==> config.mk <==
export PLATFORM = sky130hd
export DESIGN_NAME = mult_q8_8_seq
export DESIGN_NICKNAME = d
export VERILOG_FILES = /design/src/rtl/mult_q8_8_seq.sv
export SDC_FILE = /design/constraint.sdc
export NUM_CORES = 1
export LEC_CHECK = 0
export BUFFER_PORTS_ARGS = -buffer_cell sky130_fd_sc_hd__clkbuf_2
export CORE_MARGIN = 5
export CORE_UTILIZATION = 55
export DETAILED_ROUTE_END_ITERATION = 7
export PLACE_DENSITY = 0.83
export SLEW_MARGIN = 25
export SYNTH_ARGS = -nofsm -noshare
export SYNTH_HDL_FRONTEND = slang
export SYNTH_SLANG_ARGS = --single-unit
==> constraint.sdc <==
create_clock -name clk -period 4.4 [get_ports clk]
set_clock_uncertainty 0.2 [all_clocks]
set_input_delay 0.66 -clock clk [delete_from_list [all_inputs] [get_ports clk]]
set_output_delay 0.66 -clock clk [all_outputs]
set_load 0.03 [all_outputs]
==> src/rtl/mult_q8_8_seq.sv <==
// Sequential signed fixed-point multiplier: sign-magnitude shift-add over WIDTH
// cycles, then round half away from zero and saturate to WIDTH-bit signed.
module mult_q8_8_seq #(
    parameter int WIDTH = 16,
    parameter int FRAC  = 8
) (
    input  logic             clk,
    input  logic             rst_n,
    input  logic             in_valid,
    output logic             in_ready,
    input  logic [WIDTH-1:0] a,
    input  logic [WIDTH-1:0] b,
    output logic             out_valid,
    input  logic             out_ready,
    output logic [WIDTH-1:0] product,
    output logic             ovf
);

    localparam int AW = 2 * WIDTH;
    localparam int CW = $clog2(WIDTH) + 1;
    localparam logic [AW-1:0] HALF    = AW'(1) << (FRAC - 1);
    localparam logic [AW-1:0] NEG_MAX = AW'(1) << (WIDTH - 1);
    localparam logic [AW-1:0] POS_MAX = NEG_MAX - AW'(1);
    localparam logic [CW-1:0] LAST    = CW'(WIDTH - 1);

    typedef enum logic [1:0] {IDLE, CALC, ROUND, DONE} state_t;

    state_t            state, state_nx;
    logic              sign;
    logic [AW-1:0]     mcand;
    logic [WIDTH-1:0]  mplier;
    logic [AW-1:0]     acc;
    logic [CW-1:0]     cnt;

    logic [WIDTH-1:0]  a_mag, b_mag;
    logic [AW-1:0]     rnd_sum, m;
    logic [WIDTH-1:0]  res_p;
    logic              res_o;

    // Negating the most negative value yields its own bit pattern, which read
    // unsigned is exactly the required magnitude.
    assign a_mag = a[WIDTH-1] ? (~a + WIDTH'(1)) : a;
    assign b_mag = b[WIDTH-1] ? (~b + WIDTH'(1)) : b;

    always_ff @(posedge clk or negedge rst_n) begin
        if (!rst_n) state <= IDLE;
        else        state <= state_nx;
    end

    always_comb begin
        state_nx = state;
        case (state)
            IDLE:  if (in_valid) state_nx = CALC;
            CALC:  if (cnt == LAST) state_nx = ROUND;
            ROUND: state_nx = DONE;
            DONE:  if (out_ready) state_nx = IDLE;
            default: state_nx = IDLE;
        endcase
    end

    always_comb begin
        in_ready  = (state == IDLE);
        out_valid = (state == DONE);
    end

    assign rnd_sum = acc + HALF;
    assign m       = rnd_sum >> FRAC;

    always_comb begin
        res_p = '0;
        res_o = 1'b0;
        if (!sign) begin
            if (m > POS_MAX) begin
                res_p = {1'b0, {(WIDTH-1){1'b1}}};
                res_o = 1'b1;
            end else begin
                res_p = m[WIDTH-1:0];
            end
        end else begin
            if (m > NEG_MAX) begin
                res_p = {1'b1, {(WIDTH-1){1'b0}}};
                res_o = 1'b1;
            end else begin
                res_p = WIDTH'(0) - m[WIDTH-1:0];
            end
        end
    end

    always_ff @(posedge clk or negedge rst_n) begin
        if (!rst_n) begin
            sign    <= 1'b0;
            mcand   <= '0;
            mplier  <= '0;
            acc     <= '0;
            cnt     <= '0;
            product <= '0;
            ovf     <= 1'b0;
        end else begin
            case (state)
                IDLE: if (in_valid) begin
                    sign   <= a[WIDTH-1] ^ b[WIDTH-1];
                    mcand  <= {{WIDTH{1'b0}}, a_mag};
                    mplier <= b_mag;
                    acc    <= '0;
                    cnt    <= '0;
                end
                CALC: begin
                    if (mplier[0]) acc <= acc + mcand;
                    mcand  <= mcand << 1;
                    mplier <= mplier >> 1;
                    // Ends at WIDTH, well inside CW bits, so it never wraps.
                    cnt    <= cnt + CW'(1);
                end
                ROUND: begin
                    product <= res_p;
                    ovf     <= res_o;
                end
                default: ;
            endcase
        end
    end

endmodule

==> impl_metrics.py <==
metrics = {
    "worst_setup_path": {
        "critical_path_class": "reg2reg",
        "start_kind": "flop",
        "r2r_setup_slack_ps": 720,
        "r2r_cells": 9,
        "r2r_start": "acc[12]",
        "worstPathArrival_ps": 3730,
        "crit_path_end_kind": "flop",
        "timing.rr.end": "product[8]",
        "cp.required_ps": 4440,
        "path_max_fanout": 14,
    },
    "clocking": {
        "clock-sinks": 105,
        "hold_buffers": 0,
        "cts_tree": "yes",
        "cts_setup_buffers": 0,
        "clockBufferDepth": 2,
        "clkTransAtPathRegs_ps": 70,
        "cts_inserted_buffers": 9,
        "clk_latency_ps": 360,
        "cts-resized-gates": 0,
        "ctsRootBufferMaster": "clkbuf_16",
        "cts-htree-levels": 3,
    },
    "floorplan": {
        "coreArea_mm2": 0.0139,
        "initial_core_util_pct": 56.0,
        "fp.dieW_um": 129,
        "die_area_mm2": 0.0166,
        "die_h_um": 129,
        "pin_count": 55,
        "num_rows": 43,
    },
    "drt": {
        "drt-pass1-iter-count": 4,
        "vias": 6795,
        "first_iter_violations": 398,
        "vias_per_cell": 5.96,
        "drt_wl_total_mm": 17.6,
        "ant_nets": 0,
        "wl_per_cell_um": 15.4,
        "drc": 0,
    },
    "placed_design": {
        "placed_cell_area_mm2": 0.00813,
        "dp_hpwl_mm": 12.9,
        "io_buffer_count": 54,
        "gp_congestion": 0.920,
    },
    "finish": {
        "nets": 1035,
        "num_antenna_cells": 0,
        "drive_gt1_share_pct": 11.8,
        "fin_util_pct": 60.7,
        "area_growth_pct": 8.40,
        "final_area_mm2": 0.00843,
    },
    "grt": {
        "grt_pass1_wl_mm": 30.0,
        "grt_max_degree": 59,
        "grt_usage_pct": 21.8,
        "grt_pass1_vias": 6463,
        "antenna_found_initial": 0,
        "grt_overflow": 0,
    },
    "synth": {
        "seq_area_frac_synth_pct": 33.8,
        "synth_area_mm2": 0.00777,
        "synthTopCellsByArea": "dfrtp_1 34%, ha_1 6.8%, o21ai_0 5.6%",
        "synth_seq_cells": 105,
        "synth_cells": 931,
        "synth-main-ff-cell": "dfrtp_1",
        "async_flop_share_pct": 100,
        "synth_top_area_share_pct": 33.8,
        "yosys-top-cells-count": "106 x nand2_1, 105 x dfrtp_1, 92 x nor2_1, 87 x o21ai_0, 70 x a21oi_1",
        "syn-num-nets": 1010,
        "synth_area_per_cell_um2": 8.35,
        "synth_cell_types": 80,
        "synth.most_common_cell": "nand2_1",
        "yosys.area.top_type": "dfrtp_1",
        "ys_warn_count": 0,
        "synth_edf_count": 0,
    },
    "sta": {
        "setup_viol": 0,
        "tightestPinTransition_ps": 832,
        "relSlewSlack_pct": 44.5,
        "final_max_slew_viol_count": 0,
        "rsz0062_at_grt": "false",
        "hold_ws_ps": 156,
        "period_minus_slack_ps": 3680,
        "setup_tns_ps": 0,
        "hold_viol_final": 0,
        "layout_worst_path_cycle_share_pct": 83.7,
        "clock.fmax_ghz": 0.271,
    },
    "outcome": {
        "status": "complete, no violations",
    },
    "pwr": {
        "p_total_w": 0.00577,
        "powerDensity_mw_per_mm2": 685,
        "ir_drop_v": 0.000306,
        "leakagePower_nw": 3.78,
    },
    "worst_hold_path": {
        "hp-class": "in2async",
    },
    "flow_run": {
        "cap_violations": 0,
    },
}
==> layout by cell type (no fill, tap or decap), drive strengths merged, types with 6 or more instances in the layout <==
cell,synthesis,final
dfrtp,105,105
o21ai,96,96
xor2,30,30
clkbuf,31,65
buf,19,11
nor3,25,25
mux2i,8,8
xnor2,39,39
nand2b,12,12
inv,29,29
a21o,13,13
a22o,23,23
and2,7,7
o21bai,8,8
nand2,109,109
a21oi,70,70
ha,42,42
nor2,93,93
o22ai,6,6
nand4,13,13
a211oi,10,10
a31oi,13,13
o31ai,18,18
and3,11,11
nand3,19,19
==> cell families after synthesis <==
family / Yosys count / share of synthesized area (%)
muxes: 11 / 1.46
DFF: 105 / 33.8
and+or+nand+nor: 318 / 19.8
AOI/OAI and AO/OA: 306 / 25.7
buffers and inverters: 79 / 4.44
adders and majority gates: 43 / 7.02
xor gates and xnor gates: 69 / 7.78
==> cell type report <==
| cell class | instances | area (um^2) |
|---|---|---|
| Tap cell | 180 | 225 |
| Fill cell | 1200 | 5460 |
| Sequential cell | 105 | 2630 |
| Clock buffer | 12 | 246 |
| Multi-Input combinational cell | 747 | 4820 |
| Timing Repair Buffer | 64 | 348 |
| Clock inverter | 4 | 52.6 |
| Inverter | 29 | 109 |
==> worst max-delay path by stage <==
stage,endpoint,slack [ps],depth (start not counted),from
detailed placement,product[8],740,9,acc[12]
floorplan,acc[24],1410,11,mcand[0]
global placement,product[8],850,9,acc[12]
global route,product[8],450,9,acc[12]
finish,product[8],720,9,acc[12]
CTS,product[8],740,9,acc[12]
==> sequential cells by signal, indices dropped and copies added (netlist names) <==
signal,cells
acc,32
cnt,5
mcand,32
mplier,16
ovf,1
product,16
sign,1
state,2
==> metrics by stage <==
step,worst slack [ps],cells
after floorplan,1410,931
after global placement,850,1125
after detailed placement,739,1125
after CTS,735,1141
after global routing,445,1141
final,715,1141
==> where the power goes <==
group | switching, W | leakage [nW] | internal [W] | total [W]
Combinational | 0.00194 | 2.27 | 0.00124 | 0.00318
Sequential | 0.000431 | 1.36 | 0.00133 | 0.00177
Clock | 0.000364 | 0.147 | 0.000459 | 0.000823
==> critical path, cell delays in order (launching register included) <==
cell,delay [ps]
dfrtp_1,610
nand4_2,210
nor4_2,720
and3_1,330
o22a_1,190
nor4_1,60
o21ai_2,630
o21ai_1,110
and2_1,200
o32a_1,320
==> routing by layer <==
metal / track usage (%) / vias to the layer above / part of all wire, %
met4: 8.03 / 0 / 2.2
met5: 0 / - / 0
li1: - / 3419 / -
met3: 2.57 / 28 / 4.7
met2: 35.6 / 181 / 45
met1: 29.9 / 3167 / 48
Power figures use the tool's default switching activity.
